[src/rtl/jtframe_vumeter_pkg.sv]
// Shared types and constants for the multichannel VU meter.
package jtframe_vumeter_pkg;

    localparam int unsigned BARW = 8;

    typedef enum logic [1:0] {
        ST_IDLE,
        ST_RUN,
        ST_FLUSH,
        ST_UPDATE
    } state_t;

endpackage

[src/rtl/jtframe_vumeter_bar.sv]
// One channel's bar: leading-one detect on the accumulator top bits,
// ballistic bar count (instant attack, one-bar decay) and thermometer output.
module jtframe_vumeter_bar
    import jtframe_vumeter_pkg::*;
(
    input  logic            clk,
    input  logic            rst,
    input  logic            i_upd,
    input  logic [BARW-1:0] i_top,
    output logic [BARW-1:0] o_vu
);

    logic [3:0] r_n;
    logic [3:0] w_n;

    // Bit i set as the highest one gives i+1 bars
    always_comb begin
        w_n = '0;
        for (int unsigned i = 0; i < BARW; i++) begin
            if (i_top[i]) w_n = 4'(i + 1);
        end
    end

    always_ff @(posedge clk) begin
        if (rst) begin
            r_n <= '0;
        end else if (i_upd) begin
            r_n <= (w_n >= r_n) ? w_n : r_n - 4'd1;
        end
    end

    always_comb begin
        o_vu = '0;
        for (int unsigned i = 0; i < BARW; i++) begin
            o_vu[i] = (4'(i) < r_n);
        end
    end

endmodule

[src/rtl/jtframe_vumeter_mc.sv]
// Multichannel VU meter: one shared squarer/abs stage walks the channels per
// sample, integrates over a window and drives a bar plus peak flag per channel.
module jtframe_vumeter_mc
    import jtframe_vumeter_pkg::*;
#(
    parameter int unsigned CH   = 2,
    parameter int unsigned W    = 16,
    parameter int unsigned WIN  = 13,
    parameter int unsigned HOLD = 6
) (
    input  logic               rst,
    input  logic               clk,
    input  logic               cen,
    input  logic               mode,
    input  logic [CH*W-1:0]    snd,
    output logic [CH*BARW-1:0] vu,
    output logic [CH-1:0]      peak,
    output logic               busy
);

    localparam int unsigned IW = (CH > 1) ? $clog2(CH) : 1;
    localparam int unsigned AW = W + WIN;
    localparam logic [W-1:0] SMAX = {1'b0, {(W-1){1'b1}}};
    localparam logic [W-1:0] SMIN = {1'b1, {(W-1){1'b0}}};

    state_t                r_state, w_next;
    logic [IW-1:0]         r_idx, r_pidx;
    logic                  r_pvalid, r_mode;
    logic [CH*W-1:0]       r_snd;
    logic [W-1:0]          r_prod;
    logic [AW-1:0]         r_acc [CH];
    logic [WIN-1:0]        r_win;
    logic [HOLD-1:0]       r_hold [CH];
    logic [CH-1:0]         r_peak;

    logic                  w_idle, w_run, w_upd, w_wend;
    logic signed [W-1:0]   w_s;
    logic signed [2*W-1:0] w_sq;
    logic [W-1:0]          w_mag, w_term;
    logic [CH-1:0]         w_fs;

    always_ff @(posedge clk) begin
        if (rst) r_state <= ST_IDLE;
        else     r_state <= w_next;
    end

    always_comb begin
        w_next = r_state;
        case (r_state)
            ST_IDLE:   if (cen) w_next = ST_RUN;
            ST_RUN:    if (r_idx == IW'(CH-1)) w_next = ST_FLUSH;
            ST_FLUSH:  w_next = ST_UPDATE;
            ST_UPDATE: w_next = ST_IDLE;
            default:   w_next = ST_IDLE;
        endcase
    end

    always_comb begin
        w_idle = (r_state == ST_IDLE);
        w_run  = (r_state == ST_RUN);
        w_upd  = (r_state == ST_UPDATE);
        busy   = !w_idle;
    end

    assign w_wend = w_upd && (r_win == '1);

    // Shared term stage: mode 0 keeps s*s bits [2W-2 -: W], mode 1 is the clamped magnitude doubled
    always_comb begin
        w_s  = r_snd[r_idx*W +: W];
        w_sq = (2*W)'(w_s) * (2*W)'(w_s);
        if (w_s == SMIN)   w_mag = SMAX;
        else if (w_s[W-1]) w_mag = -w_s;
        else               w_mag = w_s;
        w_term = r_mode ? W'({w_mag, 1'b0}) : W'(w_sq >> (W-1));
    end

    always_comb begin
        w_fs = '0;
        for (int unsigned k = 0; k < CH; k++) begin
            w_fs[k] = (r_snd[k*W +: W] == SMAX) || (r_snd[k*W +: W] == SMIN);
        end
    end

    always_ff @(posedge clk) begin
        if (rst) begin
            r_snd    <= '0;
            r_mode   <= 1'b0;
            r_idx    <= '0;
            r_pidx   <= '0;
            r_pvalid <= 1'b0;
            r_prod   <= '0;
            r_win    <= '0;
            r_peak   <= '0;
            for (int unsigned k = 0; k < CH; k++) begin
                r_acc[k]  <= '0;
                r_hold[k] <= '0;
            end
        end else begin
            if (w_idle && cen) begin
                r_snd  <= snd;
                r_mode <= mode;
            end
            r_idx    <= w_run ? r_idx + IW'(1) : '0;
            r_pvalid <= w_run;
            r_pidx   <= r_idx;
            r_prod   <= w_term;
            // The last channel's accumulate lands in FLUSH, so UPDATE sees every term of the pass
            if (r_pvalid) r_acc[r_pidx] <= r_acc[r_pidx] + AW'(r_prod);
            if (w_upd) begin
                r_win <= r_win + WIN'(1);
                for (int unsigned k = 0; k < CH; k++) begin
                    if (w_wend) r_acc[k] <= '0;
                    if (w_fs[k]) begin
                        r_peak[k] <= 1'b1;
                        r_hold[k] <= '0;
                    end else begin
                        r_hold[k] <= r_hold[k] + HOLD'(1);
                        if (r_hold[k] == '1) r_peak[k] <= 1'b0;
                    end
                end
            end
        end
    end

    assign peak = r_peak;

    for (genvar k = 0; k < CH; k++) begin : g_bar
        jtframe_vumeter_bar u_bar (
            .clk   (clk),
            .rst   (rst),
            .i_upd (w_wend),
            .i_top (r_acc[k][AW-1 -: BARW]),
            .o_vu  (vu[k*BARW +: BARW])
        );
    end

endmodule

[config.mk]
export PLATFORM = sky130hd
export DESIGN_NAME = jtframe_vumeter_mc
export DESIGN_NICKNAME = d
export VERILOG_FILES = /design/src/rtl/jtframe_vumeter_pkg.sv /design/src/rtl/jtframe_vumeter_bar.sv /design/src/rtl/jtframe_vumeter_mc.sv
export SDC_FILE = /design/constraint.sdc
export NUM_CORES = 1
export LEC_CHECK = 0
export CAP_MARGIN = 10
export CORE_MARGIN = 2
export CORE_UTILIZATION = 35
export CTS_BUF_LIST = sky130_fd_sc_hd__clkbuf_4 sky130_fd_sc_hd__clkbuf_8
export DETAILED_ROUTE_END_ITERATION = 10
export PLACE_DENSITY = 0.48
export SYNTH_ARGS = -nofsm -noshare
export SYNTH_HDL_FRONTEND = slang
export SYNTH_SLANG_ARGS = --single-unit
[constraint.sdc]
create_clock -name clk -period 10.2 [get_ports clk]
set_clock_uncertainty 0.15 [all_clocks]
set_input_delay 1.02 -clock clk [delete_from_list [all_inputs] [get_ports clk]]
set_output_delay 1.02 -clock clk [all_outputs]
set_load 0.01 [all_outputs]
# After elaboration in Yosys (flattened, before gate mapping)
# Memories as Yosys holds them, arrays and structs flattened. A register that Yosys moved wholly into a read port is not among the register bits.
# Cells that the tools add are included.
[totals] ff_bits=77 mem_bits_rw=70 input_bits=36 output_inout_bits=19 elab_cells=148 mem_count=2
[memory_table] memory="r_acc" depth=2 word_bits=29 rd=3 rd_clocked_by_memory_dff=1 write_ports=2 line="jtframe_vumeter_mc.sv:31" text="logic [AW-1:0] r_acc [CH];"
[memory_table] memory="r_hold" depth=2 word_bits=6 rd=2 rd_clocked_by_memory_dff=0 write_ports=2 line="jtframe_vumeter_mc.sv:33" text="logic [HOLD-1:0] r_hold [CH];"
[classes] addsub=8 mul=1 magnitude_cmp=18 n_eq_ne=15 shifts=1 mux=63 bitwise_logic=13 n_reduce_logical=14
[ops] op="$mux 29" count=3
[ops] op="$eq 16x16->1 const B" count=3
[ops] op="$mux 1" count=34
[ops] op="$eq 16x15->1 const B" count=2
[ops] op="$lt 3x4->1 const A" count=8
[ops] op="$shiftx 32x6->16" count=1
[ops] op="$mul 16x16->31" count=1
[ops] op="$mux 15" count=2
[ops] op="$add 29x16->29" count=1
[ops] op="$reduce_or 29->1" count=1
[ops] op="$mux 3" count=8
[ops] op="$mux 6" count=4
[ops] op="$lt 1x4->1 const A" count=4
[ops] op="$lt 2x4->1 const A" count=4
[ops] op="$mux 16" count=1
[ops] op="$mux 4" count=4
[ops] op="$neg 15->15" count=1
[ops] op="$add 13x1->13 const B" count=1
[ops] op="$eq 13x13->1 const B" count=1
[ops] op="$add 6x1->6 const B" count=2
[ops] op="$eq 6x6->1 const B" count=2
[ops] op="$mux 2" count=6
[ops] op="$ge 4x4->1" count=2
[ops] op="$pmux 2 s4" count=1
[ops] op="16 further kinds" count=36

# Depth between registers and ports, before layout
# Gate-level depths: netlist of the first run.
[logic_depth] word_depth=12 ltp_mapped=27

# By module
# Synthesis of the first run repeated with hierarchy kept, for this count alone.
[unflattened] hier_cells=1832 hier_area_um2=16718.5
[modules_own_cells] mod="jtframe_vumeter_mc" n_inst=1 cells_each=1708 area_each_um2=15780.1 seq_area_each_um2=3483.3
[modules_own_cells] mod="jtframe_vumeter_bar" n_inst=2 cells_each=62 area_each_um2=469.2 seq_area_each_um2=80.1

# Worst setup path before layout of the first run
# OpenSTA, ideal clock, no wires.
[synth_path] path_type="reg-to-reg" from="register r_idx" to="register r_prod[15]" setup_time_ps=127 arrival_time_ps=6976 t_required_ps=9923 setup_slack_ps=2947 path_stages_with_launch=25 path_buffers=4 path_cell_list="dfxtp_1 buf_6 buf_6 mux2i_1 clkbuf_1 clkbuf_1 nor2_1 fa_1 inv_1 fa_1 inv_1 fa_1 fa_1 fa_1 inv_1 fa_1 inv_1 ha_1 a21oi_1 o211ai_1 a221o_1 a21oi_2 a21oi_1 o21a_1 or3b_1"
[synth_via] elab_chain_len=5
[synth_lines] item="from (decl)" line="jtframe_vumeter_mc.sv:27" text="logic [IW-1:0] r_idx, r_pidx;"
[synth_lines] item="from (signal assigned)" line="jtframe_vumeter_mc.sv:103" text="r_idx <= w_run ? r_idx + IW'(1) : '0;"
[synth_lines] item="$shiftx 32x6->16 *" line="jtframe_vumeter_mc.sv:69" text="w_s = r_snd[r_idx*W +: W];"
[synth_lines] item="branches (longest 3 deep; another with $mul 16x16->31)"
[synth_lines] item="$mux 16 *" line="jtframe_vumeter_mc.sv:74" text="w_term = r_mode ? W'({w_mag, 1'b0}) : W'(w_sq >> (W-1));"
[synth_lines] item="to (signal assigned)" line="jtframe_vumeter_mc.sv:106" text="r_prod <= w_term;"
[synth_lines] item="to (decl)" line="jtframe_vumeter_mc.sv:30" text="logic [W-1:0] r_prod;"
# Every way passes the cells marked *.
# A chain may end at the register's enable or synchronous reset.

# Final worst setup path of the first run
[layout_path] from="register r_idx" to="register r_prod[12]"
# Same word-level chain as after synthesis.

==> results of run 1 <==
## critical path, cell delays in order (launching register included)
cell	delay, ns
dfxtp_1	0.60
buf_4	0.37
mux2_2	0.44
clkinv_1	0.39
nor2_1	0.30
fa_1	0.50
inv_1	0.24
fa_1	0.53
inv_1	0.40
fa_1	0.49
fa_1	0.47
fa_1	0.54
inv_1	0.05
fa_1	0.53
inv_1	0.05
ha_1	0.34
a21oi_1	0.25
o211ai_1	0.15
a221o_1	0.33
a21oi_2	0.22
a21oi_1	0.16
or3b_2	0.45
o2bb2ai_1	0.17
## metrics by stage
step | power, mW | hold WS (ns) | area [µm²]
6_report | 3.19 | 0.337 | 18100
5_1_grt | 3.53 | 0.358 | 18100
4_1_cts | 3.23 | 0.341 | 18100
3_5_place_dp | 2.77 | 0.327 | 17700
3_3_place_gp | 2.76 | 0.321 | 17700
2_1_floorplan | 2.23 | 0.302 | 16500
## cell usage in the layout, fill, tap and decap left out, types with 23 or more instances in the layout
master and n:
a21o_1 23, nand2_1 192, clkdlybuf4s50_1 53, xnor2_1 44, a21oi_1 95, fa_1 231
dfxtp_1 77, inv_1 381, edfxtp_1 70, nor2_1 172, o21ai_0 36, ha_1 120
xor2_1 29, mux2_2 26
## cell type report
type	count	share of cell area [%]
clock buffer	23	1.65
clock inverter	9	0.443
inverter	389	8.09
multi-input combinational	1223	61.9
sequential	147	20.2
tap	607	4.21
timing repair buffer	69	3.59
## power groups by stage
stage	clock network [mW]	registers [mW]	logic [mW]
floorplan	0	0.754	1.48
global placement	0	0.793	1.96
detailed placement	0	0.792	1.98
CTS	0.459	0.780	1.99
global route	0.482	0.790	2.25
finish	0.443	0.780	1.97
## path summary, 6_finish.rpt
| check | from | end | slack [ns] | depth (start not counted) |
|---|---|---|---|---|
| max | r_idx | r_prod[12] | 1.96 | 22 |
| min reg2reg | peak[0] | peak[0] | 0.34 | 2 |
| min | peak[0] | peak[0] | 0.34 | 2 |
| max reg2reg | r_idx | r_prod[12] | 1.96 | 22 |
## logic make-up after synthesis
| kind of cell | share of synthesized area [%] |
|---|---|
| DFF | 22.1 |
| AOI/OAI and AO/OA | 9.52 |
| xor gates and xnor gates | 3.87 |
| buffers and inverters | 10.4 |
| adders and majority gates | 37.1 |
| muxes | 3.28 |
| and+or+nand+nor | 13.8 |
## registers in the layout, summed over array words and instances, names as in the netlist
name	count
r_acc	58
r_prod	16
peak	2
g_bar.u_bar.r_n	8
r_state	2
r_pidx	1
r_mode	1
r_hold	12
r_snd	32
r_idx	1
r_win	13
r_pvalid	1
## synthesized netlist by cell type (29+ instances only)
cell / count
ha_1: 120
xnor2_1: 44
dfxtp_1: 77
nand2_1: 194
xor2_1: 29
clkbuf_1: 35
fa_1: 231
inv_1: 381
edfxtp_1: 70
nor2_1: 172
a21oi_1: 95
o21ai_0: 36
## layer usage
metal  wire length [µm]  vias to the layer above
li1                   -                     5827
met5                  0                        -
met4                593                        0
met2              20600                      143
met3                860                       35
met1              20900                     6057
==> results.md, run 1 <==
- Critical path class: reg2reg
- Rows: approximately 80
- Yosys warning count: 0
- Peak VDD IR: 85.4 µV
- Mean Syn Cell Area: 9.09 µm²
- Top cell type's share of synthesized area: about 28%
- Placed cells: about 2,400
- Dominant cell type by area after synthesis: fa_1
- #FFs+latches synth: around 150
- Post-Layout Cell Count: between 2,000 and 2,500
- Synth unique cells: 77
- Starting Density: between 30% and 40%
- Met1 Usage GRT: about 25%
- Setup TNS: 0 ns
- Fin nets: between 2,000 and 2,500
- Final WS setup: between 1.5 and 2 ns
- Buffers on Ports: 54
- Final setup vio count: 0
- First-pass GRT wire length: between 70 and 80 mm
- TritonCTS clock tree: yes
- CTS buffer count: 17
- CP Capture Type: flip-flop
- Clock share of power: about 14%
- Setup crit start kind: flip-flop
- Maximum clock frequency: 121 MHz
- # Max-Cap Violations: 0
- Dpl ws: between 2 and 2.5 ns
- CTS max path bufs: 2
- Global-route track usage on met3: under 10%
- Grt peak-use layer: met2
- Fill cells: a little under 5,000
- CP max FO: 19
- Routed vias/inst: 4.89
- Sw frac: 47.9%
- Worst-Margin Slew: about 1.0 ns
- Combinational power share: between 60 and 70%
- Synthesized Nets: between 2,000 and 2,500
- Die Ht: 221 µm
- Hold Crit Class: reg2reg
- Post-CTS Setup Bufs: 0
- Worst path arrival time: between 8 and 9 ns
- Via Count: between 10,000 and 15,000
- Core ar.: 46,600 µm²
- Worst slew margin: a little under a third
- CTS clk-pin slew, worst paths: ~0.080 ns
- Seq. cell area: 3640 µm²
- Final HPWL from detailed placement: 34.0 mm
- Ys flop type: dfxtp_1
- Sequential cell area fraction in the yosys report: about 22%
- Grt total ovfl: 0
- PwrDens: approximately 180 nW/µm²
- Routability cong.: ~0.85
- WP data required: 10.41 ns
- Top-level I/O count: 55
- Synth Instances: 1,816
- Status: complete, no violations
- Layout area overhead: 9.35%
- Internal power: about 1.7 mW
- Largest net degree at the start of global routing: 43
- CTS sink count: 147
- Max Slew Vio Count: 0
- Final Util: 38.8%
- Initial DRC Count: 759
- Overall routing resource usage: a little under a fifth
- Root buffer cell: clkbuf_8
- Met2 Use GR: a little under a third
- CTS Hold Bufs: 0
- Initial antenna violation count: 0
- Synth area leaders: fa_1 28%, edfxtp_1 13%, dfxtp_1 9.3%
- Cts repair resizes: 0
- RSZ-0062 raised after global routing: no
- H-tree depth: 4
- Die width: ~220 µm
- # diodes: 0
- Final Hold Fails: 0
- Post-synth EDFFs: 70
- Die ar.: between 40,000 and 50,000 µm²
- Share of layout cells above drive strength 1: about 6.1%
- Final WL: 42.9 mm
- Final ANT Viol Nets: 0
- WL per Instance: between 15 and 20 µm
- Pleak: approximately 8.3 nW
- Clock Latency Late Sink: roughly 0.46 ns
- Multi-input gate area in the final layout: 11,200 µm²
- Residual DRC: 0
- P_sw: 1.53 mW
- Fraction of registers with async set/reset: 0%
- Router iterations before antenna repair: 5
- Seq pwr share: 24.4%
- Number of global-route vias before repair: 12,870
- Post-Syn Area: about 17,000 µm²
- Tcrit/Tclk final: 80.7%
- Final min period: slightly above 8 ns
(Power assumes the default switching activity.)
==> run 2, diff against run 1 <==
==> constraint.sdc (replaced) <==
create_clock -name clk -period 8 [get_ports clk]
set_clock_uncertainty 0.15 [all_clocks]
set_input_delay 0.8 -clock clk [delete_from_list [all_inputs] [get_ports clk]]
set_output_delay 0.8 -clock clk [all_outputs]
set_load 0.01 [all_outputs]
==> run 2 against run 1 <==
Compared with the run above:
- die area did not move
- largest power group unchanged
- wire length rose by 0.37%
- setup slack got worse by 1.4 ns
- critical path type unchanged
- first-iteration DRC count fell by 10%
- utilization rose by 0.44 points
- count of clock-buffer cells in the layout fell by 3
- global-route usage barely moved
- power rose by 31%
- largest cell class unchanged
==> results.md, run 2 (same netlist as run 1, synthesis figures left out) <==
- Final Util: 39.2% (was 38.8%)
- Worst slew margin: 25.3% (was 30.0%)
- Max Slew Vio Count: 0 (unchanged)
- Final ANT Viol Nets: 0 (unchanged)
- Initial antenna violation count: 0 (unchanged)
- Seq. cell area: 3640 µm² (unchanged)
- Final Hold Fails: 0 (unchanged)
- # diodes: 0 (unchanged)
- Fin nets: 2,255 (was 2,234)
- Setup TNS: 0 ns (unchanged)
- CTS sink count: 147 (unchanged)
- Via Count: 12,132 (was 12,062)
- Rows: 79 (unchanged)
- First-pass GRT wire length: 70.1 mm (was 70.4 mm)
- Final HPWL from detailed placement: 34.7 mm (was 34.0 mm)
- Router iterations before antenna repair: 4 (was 5)
- Hold Crit Class: reg2reg (unchanged)
- Regs by FF count: r_acc x58, r_snd x32, r_prod x16 (unchanged)
- CTS Hold Bufs: 0 (unchanged)
- Clock Latency Late Sink: 0.48 ns (was 0.46 ns)
- Number of global-route vias before repair: 12,589 (was 12,870)
- Die ar.: 48,900 µm² (unchanged)
- CTS buffer count: 17 (unchanged)
- CTS clk-pin slew, worst paths: 0.08 ns (about the same)
- Core ar.: 46,600 µm² (unchanged)
- Worst-Margin Slew: 1.12 ns (was 1.05 ns)
- Final min period: 7.44 ns (was 8.24 ns)
- Peak VDD IR: 98.2 µV (was 85.4 µV)
- CP max FO: 14 (was 19)
- Fill cells: 4,765 (was 4,814)
- Die Ht: 221 µm (unchanged)
- Routability cong.: 0.851 (was 0.845)
- Commonest non-fill, non-tap cell in the layout: inv_1 (unchanged)
- Post-Layout Cell Count: 2,487 (was 2,467)
- Tcrit/Tclk final: 93.0% (was 80.7%)
- Status: complete, no violations (unchanged)
- Setup crit start kind: flip-flop (unchanged)
- Worst path arrival time: 7.63 ns (was 8.45 ns)
- Maximum clock frequency: 134 MHz (was 121 MHz)
- Buffers on Ports: 54 (unchanged)
- Power Total: 4.17 mW (was 3.19 mW)
- Layout area overhead: 10.6% (was 9.35%)
- H-tree depth: 4 (unchanged)
- Final WL: 43.1 mm (was 42.9 mm)
- Largest Register: r_acc (unchanged)
- Routed vias/inst: 4.88 (was 4.89)
- Critical path class: reg2reg (unchanged)
- WL per Instance: 17.3 µm (was 17.4 µm)
- Multi-input gate area in the final layout: 11,200 µm² (about the same)
- Placed cells: 2,456 (was 2,435)
- PwrDens: 229 nW/µm² (was 177 nW/µm²)
- Largest net degree at the start of global routing: 53 (was 43)
- Hold slack: 0.340 ns (was 0.337 ns)
- Residual DRC: 0 (unchanged)
- Share of layout cells above drive strength 1: 7.13% (was 6.13%)
- Grt total ovfl: 0 (unchanged)
- Dpl ws: 0.563 ns (was 2.00 ns)
- Dpl cell area: 17,800 µm² (was 17,700 µm²)
- # Max-Cap Violations: 0 (unchanged)
- Overall routing resource usage: 18.1% (about the same)
- Starting Density: 35.5% (unchanged)
- Post-CTS Setup Bufs: 0 (unchanged)
- Most frequent cells in the layout: 381 x inv_1, 231 x fa_1, 192 x nand2_1 (unchanged)
- Cts repair resizes: 0 (unchanged)
- Max reg flops: 58 (unchanged)
- Final WS setup: 0.563 ns (was 1.96 ns)
- CTS max path bufs: 2 (unchanged)
- Final setup vio count: 0 (unchanged)
- RSZ-0062 raised after global routing: no (unchanged)
- WP data required: 8.19 ns (was 10.41 ns)
- Root buffer cell: clkbuf_8 (unchanged)
- Top-level I/O count: 55 (unchanged)
- Initial DRC Count: 683 (was 759)
- CP Capture Type: flip-flop (unchanged)
- Die width: 221 µm (unchanged)
- TritonCTS clock tree: yes (unchanged)
- Pleak: 8.41 nW (was 8.28 nW)
- Post-route cell area: 18,300 µm² (was 18,100 µm²)
## run 2: cell count changes in the layout (fill, tap and decap cells not counted), moves of 2 or more
cell	previous run	this run
buf_4	15	35
clkinvlp_4	3	1
clkbuf_8	20	18
bufinv_16	1	3
clkinv_4	0	3
## run 2: layer usage
| layer | global-route usage [%] | vias up | part of all wire, % |
|---|---|---|---|
| li1 | - | 5862 | - |
| met1 | 25.5 | 6067 | 48 |
| met2 | 30.4 | 171 | 48 |
| met3 | 2.01 | 32 | 2.8 |
| met4 | 3.38 | 0 | 1.1 |
| met5 | 0 | - | 0 |
## run 2: critical path, stage by stage, from the launching register on
cell and delay, ns:
dfxtp_1 0.56, buf_12 0.21, mux2_2 0.47, nand2_1 0.16
inv_1 0.07, fa_1 0.56, inv_1 0.08, fa_1 0.64
inv_1 0.25, fa_1 0.61, fa_1 0.44, fa_1 0.55
inv_1 0.06, fa_1 0.54, inv_1 0.05, ha_1 0.34
a21oi_1 0.24, o211ai_1 0.12, a221o_1 0.32, a21oi_2 0.22
a21oi_1 0.13, o21a_1 0.19, or3b_1 0.36
## run 2: path summary, 6_finish.rpt
check / start / endpoint / slack, ns / cells after the start
setup / recovery: r_idx / r_prod[15] / 0.56 / 22
hold / removal: peak[1] / peak[1] / 0.34 / 2
setup reg to reg: r_idx / r_prod[15] / 0.56 / 22
hold reg to reg: peak[1] / peak[1] / 0.34 / 2
## run 2: cell type report
class | count | area share [%]
clock inverter | 11 | 0.829
sequential | 147 | 20.0
inverter | 389 | 8.00
tap | 607 | 4.16
clock buffer | 20 | 1.44
multi-input combinational | 1223 | 61.1
timing repair buffer | 90 | 4.48
## run 2: power breakdown
group | switching, mW | internal, mW | total, mW
clock network | 0.295 | 0.324 | 0.619
registers | 0.0945 | 0.894 | 0.989
logic | 1.59 | 0.981 | 2.57
total | 1.97 | 2.20 | 4.17
